===== src/rtl/sap_1_datapath_top.sv =====
// SAP-1 datapath: PC, MAR, 16x8 RAM, IR, A, B, ALU and OUT around a single multiplexed W bus.
// Optional macro SAP_1_DATAPATH_FLAGS_EN adds registered Carry/Zero flags from the ALU.
module sap_1_datapath_top #(
   parameter logic [3:0] PC_RESET = 4'h0
) (
   input  logic       Clk,
   input  logic       Clr,
   input  logic       Cp,
   input  logic       Ep,
   input  logic       LMbar,
   input  logic       CEbar,
   input  logic       LIbar,
   input  logic       EIbar,
   input  logic       LAbar,
   input  logic       EA,
   input  logic       SU,
   input  logic       EU,
   input  logic       LBbar,
   input  logic       LObar,
   input  logic       Prog_we,
   input  logic [3:0] Prog_addr,
   input  logic [7:0] Prog_data,
   output logic [3:0] opcode,
   output logic [7:0] Out_port,
   output logic [7:0] W_bus,
`ifdef SAP_1_DATAPATH_FLAGS_EN
   output logic       Carry,
   output logic       Zero,
`endif
   output logic       Bus_conflict
);

   logic [3:0] pc;
   logic [3:0] mar;
   logic [7:0] ram [16];
   logic [7:0] ir;
   logic [7:0] a_reg;
   logic [7:0] b_reg;
   logic [7:0] out_reg;
   logic [7:0] b_op;
   logic [8:0] alu_sum;
   logic [4:0] drivers;

   // Subtraction is A + ~B + 1; bit 8 is the adder carry in both modes.
   assign b_op    = SU ? ~b_reg : b_reg;
   assign alu_sum = {1'b0, a_reg} + {1'b0, b_op} + {8'h00, SU};

   always_comb begin
      W_bus = 8'h00;
      if (Ep)          W_bus = {4'h0, pc};
      else if (!CEbar) W_bus = ram[mar];
      else if (!EIbar) W_bus = {4'h0, ir[3:0]};
      else if (EA)     W_bus = a_reg;
      else if (EU)     W_bus = alu_sum[7:0];
   end

   assign drivers      = {Ep, ~CEbar, ~EIbar, EA, EU};
   assign Bus_conflict = (drivers & (drivers - 5'd1)) != 5'd0;

   // RAM programming ignores Clr so a loaded program survives reset.
   always_ff @(posedge Clk) begin
      if (Prog_we) ram[Prog_addr] <= Prog_data;
   end

   always_ff @(posedge Clk) begin
      if (Clr) begin
         pc      <= PC_RESET;
         mar     <= 4'h0;
         ir      <= 8'h00;
         a_reg   <= 8'h00;
         b_reg   <= 8'h00;
         out_reg <= 8'h00;
      end else begin
         if (Cp)     pc      <= pc + 4'h1;
         if (!LMbar) mar     <= W_bus[3:0];
         if (!LIbar) ir      <= W_bus;
         if (!LAbar) a_reg   <= W_bus;
         if (!LBbar) b_reg   <= W_bus;
         if (!LObar) out_reg <= W_bus;
      end
   end

`ifdef SAP_1_DATAPATH_FLAGS_EN
   always_ff @(posedge Clk) begin
      if (Clr) begin
         Carry <= 1'b0;
         Zero  <= 1'b0;
      end else if (!LAbar && EU) begin
         Carry <= alu_sum[8];
         Zero  <= (alu_sum[7:0] == 8'h00);
      end
   end
`endif

   assign opcode   = ir[7:4];
   assign Out_port = out_reg;

endmodule


===== config.mk =====
export PLATFORM = sky130hd
export DESIGN_NAME = sap_1_datapath_top
export DESIGN_NICKNAME = d
export VERILOG_FILES = /design/src/rtl/sap_1_datapath_top.sv
export SDC_FILE = /design/constraint.sdc
export NUM_CORES = 1
export LEC_CHECK = 0
export CAP_MARGIN = 5
export CORE_MARGIN = 2
export CORE_UTILIZATION = 55
export CTS_CLUSTER_SIZE = 8
export DETAILED_ROUTE_END_ITERATION = 8
export HOLD_SLACK_MARGIN = 0.02
export PLACE_DENSITY = 0.77
export SYNTH_ARGS = -nofsm -noshare
export SYNTH_HDL_FRONTEND = slang
export SYNTH_SLANG_ARGS = --single-unit

===== constraint.sdc =====
create_clock -name Clk -period 5.3 [get_ports Clk]
set_input_delay 0.795 -clock Clk [delete_from_list [all_inputs] [get_ports Clk]]
set_output_delay 0.795 -clock Clk [all_outputs]
set_load 0.005 [all_outputs]

# After elaboration in Yosys (flattened, before gate mapping)
# Memories as Yosys holds them, arrays and structs flattened. A register that Yosys moved wholly into a read port is not among the register bits.
# Index checks and enable logic that the tools add are counted.
# totals
reg_bits	40
mem_bits_rw	128
inputBits	27
elab_cells	26
memories	1
# classes
add_sub_neg	4
muxes	10
bitwise	4
n_reduce_logical	1
# mem_list
name	words	word_bits	rd	rd_clocked_by_memory_dff	write_ports	line	rtl
ram	16	8	1	1	1	35	logic [7:0] ram [16];
# op_table
cell	count
8-bit 2-to-1 mux	6
8-bit by 1-bit adder with 8-bit output	1
8-bit adder	1
4-bit 2-to-1 mux	2
8-bit NOT	1
5-bit AND	1
5-bit nonzero test	1
5-bit by 1-bit subtractor with 5-bit output (second input constant)	1
4-bit by 1-bit adder with 4-bit output (second input constant)	1
1-bit 2-to-1 mux	2
1-bit NOT	2

# Depth between registers and ports, before layout
# Gate-level depths: netlist of the first run.
# depth
word_depth	11
ltp_mapped	8
depth_no_buf	7

# Worst setup path before layout of the first run
# OpenSTA, ideal clock, no wires.
# synth_timing
path_kind	in2out
startpoint	in SU
endpoint	out W_bus[6]
arrival_ps	2645
required_ps	4505
setup_slack_ps	1860
path_stages	8
n_path_buf	1
path_cell_list	buf_2 -> mux2_2 -> fa_1 -> a21oi_1 -> o211ai_1 -> mux2_2 -> nor4_4 -> nor2_1
# synth_between
elab_chain_cells	8
# synth_lines
item	line	rtl
start: declaration	16	input logic SU,
8-bit 2-to-1 mux	45	assign b_op = SU ? ~b_reg : b_reg;
8-bit adder	46	assign alu_sum = {1'b0, a_reg} + {1'b0, b_op} + {8'h00, SU};
8-bit by 1-bit adder with 8-bit output *	46	
8-bit 2-to-1 mux *	54	else if (EU) W_bus = alu_sum[7:0];
8-bit 2-to-1 mux *	53	else if (EA) W_bus = a_reg;
8-bit 2-to-1 mux *	52	else if (!EIbar) W_bus = {4'h0, ir[3:0]};
8-bit 2-to-1 mux *	51	else if (!CEbar) W_bus = ram[mar];
8-bit 2-to-1 mux *	50	if (Ep) W_bus = {4'h0, pc};
end: declaration	25	output logic [7:0] W_bus,
# Mark *: on every way between the ends. The rest lies on a longest branch, timed or not.

# Worst setup path after layout of the first run
# Same ends and word-level chain as after synthesis.

==> results of run 1 <==
## cell usage after synthesis (all sizes together) (2+ instances only)
master,number
mux2i,9
o41ai,6
or3,5
dfxtp,44
o22ai,9
nand2,46
buf,17
nand3,9
ha,7
nor4,5
clkbuf,17
o221ai,7
a21oi,19
nor2,38
a31oi,3
inv,10
nor3,13
o211ai,4
nor3b,6
a22oi,7
and3,4
or3b,2
nand3b,4
mux4,30
o21ai,17
xor2,10
nand2b,5
a311oi,6
edfxtp,128
o311ai,9
mux2,6
nor2b,5
## per-stage QoR
step | utilization [%] | power (uW) | std cells
after global routing | 65.4 | 3250 | 754
after floorplan | - | 1720 | 527
final | 65.4 | 3160 | 754
after CTS | 65.4 | 3170 | 754
after detailed placement | 60.5 | 1830 | 723
after global placement | 60.5 | 1830 | 723
## layout make-up
class                      instances  share of cell area [%]
clock buffer                      18                    4.96
clock inverter                    13                    2.44
tap                              176                    2.54
timing repair buffer              54                    6.04
multi-input combinational        311                    29.0
sequential                       172                    54.6
inverter                          10                   0.434
## metal layers
layer  part of all wire (%)  vias to the layer above  GRT usage (%)
li1                       -                     2138              -
met1                     42                     2363           32.2
met2                     50                      228           39.5
met3                    5.5                       39           4.48
met4                    2.6                        0           9.74
met5                      0                        -              0
## critical path, cell delays in order
cell and delay (ps):
clkdlybuf4s50_1 630, mux2_2 410, fa_1 410, a21oi_1 210, o211ai_1 130, mux2_2 310
nor4_4 420, nor2_1 90, clkdlybuf4s50_1 470
## worst paths after layout
kind	startpoint	endpoint	slack (ps)	depth (start not counted)
setup / recovery	SU	W_bus[6]	630	9
hold / removal	ir[0]	ir[0]	450	2
setup reg to reg	flop	mar[3]	2450	5
hold reg to reg	ir[0]	ir[0]	450	2
## kinds of logic (layout without fill, tap and decap cells)
logic type	count (synthesis)	in the layout	synth area share, %
mux	45	45	11.2
xor+xnor	12	12	1.60
compound gates	100	100	9.62
simple gates	146	146	9.67
flops	172	172	63.6
buf+inv	44	95	2.86
fa+ha+maj	8	8	1.45
## power breakdown
group	switching, uW	internal (uW)	leakage (uW)
combinational	154	133	0.00102
sequential	36.1	1490	0.00152
clock	511	837	0.000301
==> results.py, run 1 <==
metrics = {
    "status": {
        "status": "complete, no violations",
    },
    "sta": {
        "hold_viol": 0,
        "tightestPinTransition_ps": 1060,
        "slew_headroom_pct": 28.9,
        "max_freq_ghz": 0.214,
        "fin_ws_ps": 626,
        "fin_crit_ps": 4670,
        "fin_hold_ws_ps": 449,
        "period_share_pct": 88.2,
        "finalSetupTns_ps": 0,
        "rsz0062_at_grt": "false",
        "setup_viol": 0,
        "finalClockSkew_ps": 5.80,
        "drv_slew": 0,
    },
    "logic_synthesis": {
        "synth_seq_cells": 172,
        "yosys_warnings": 0,
        "synth_top_area_cell": "edfxtp_1",
        "synth_area_sq_um": 7430,
        "synth_edf_count": 128,
        "yosysTopAreaCellShare_pct": 51.7,
        "synth_nets": 562,
        "synth_cell_types": 60,
        "synthFlopType": "edfxtp_1",
        "synthArstFlopShare_pct": 0,
        "synth_area_per_cell_sq_um": 14.1,
        "seq_area_frac_synth_pct": 63.6,
        "synthCells": 527,
        "synthTopCellsByArea": "edfxtp_1, dfxtp_1, mux4_2",
    },
    "floorplanning": {
        "chipHeight_um": 120,
        "row_count": 42,
        "start_util_pct": 56.1,
        "core_sq_um": 13200,
        "ios": 48,
        "die_w_um": 120,
        "die-area_sq_um": 14500,
    },
    "routing": {
        "dr.pass1.iters": 7,
        "num_vias": 4768,
        "drtIter0Drc": 449,
        "vias_per_cell": 6.32,
        "wire_per_inst_um": 22.0,
        "wl_um": 16600,
        "drt_drc_violations_left": 0,
        "antenna_left": 0,
    },
    "pwr": {
        "p_leak_uw": 0.00284,
        "ir_drop_mv": 0.266,
        "powerDensity_nw_per_um2": 365,
    },
    "clock_network": {
        "htreeDepth": 4,
        "hold_buffers": 0,
        "cts_root_buffer": "clkbuf_16",
        "cts_tree": "done",
        "cts_buffers": 17,
        "clk-insertion-delay-late_ps": 430,
        "clockBufferDepth": 2,
        "clock_sinks": 172,
        "ctsResizeCount": 0,
        "clkTransAtPathRegs_ps": 60,
        "postCtsSetupBuffers": 0,
    },
    "setup_path": {
        "crit_required_ps": 4510,
        "cp-start-kind": "input port",
        "cp-end-kind": "output pin",
        "setup.worst_path.class": "input port to output pin",
        "cp.arrival_ps": 3880,
        "critPathMaxFanout": 8,
    },
    "final_layout": {
        "largest_reg_flops": 128,
        "seqCellArea_sq_um": 4730,
        "layout.nets": 601,
        "top_register": "ram",
        "drive_gt1_share_pct": 14.7,
        "final_cell_mix": "edfxtp_1, clkdlybuf4s50_1, nand2_1",
        "final_common_cell": "edfxtp_1",
        "multi_input_area_sq_um": 2510,
        "final_cell_area_sq_um": 8650,
        "area_growth_pct": 16.5,
        "diodes": 0,
        "n_fill_cell": 967,
    },
    "global_route": {
        "grt_util_all_layers_pct": 24.1,
        "grt_antenna_before_repair": 0,
        "grt_pass1_vias": 4635,
        "overflow": 0,
        "grt_pass1_wl_um": 25600,
        "grt_max_degree": 33,
    },
    "placement": {
        "dp_slack_ps": 649,
        "place.port_buffers": 47,
        "dpl.hpwl_um": 11000,
        "gp_congestion": 0.953,
        "place_area_sq_um": 8010,
    },
    "flow_run": {
        "drv_cap": 0,
    },
    "hold_path": {
        "hold_class": "flop to flop",
    },
}
Note: power is estimated with default switching activity, not from simulation.
==> run 2: changes to the inputs <==
--- a/config.mk
+++ b/config.mk
@@ -8,6 +8,7 @@
 export CAP_MARGIN = 5
 export CORE_MARGIN = 2
 export CORE_UTILIZATION = 55
+export CTS_CLUSTER_DIAMETER = 100
 export CTS_CLUSTER_SIZE = 8
 export DETAILED_ROUTE_END_ITERATION = 8
 export HOLD_SLACK_MARGIN = 0.02
==> results of run 2 <==
The final DEF is identical to that of run 1; final timing and power are the same.
==> run 3: changes to the inputs <==
--- a/config.mk
+++ b/config.mk
@@ -13,6 +13,7 @@
 export DETAILED_ROUTE_END_ITERATION = 8
 export HOLD_SLACK_MARGIN = 0.02
 export PLACE_DENSITY = 0.77
+export SKIP_LAST_GASP = 1
 export SYNTH_ARGS = -nofsm -noshare
 export SYNTH_HDL_FRONTEND = slang
 export SYNTH_SLANG_ARGS = --single-unit
==> results of run 3 <==
The final DEF is identical to that of run 1; final timing and power are the same.
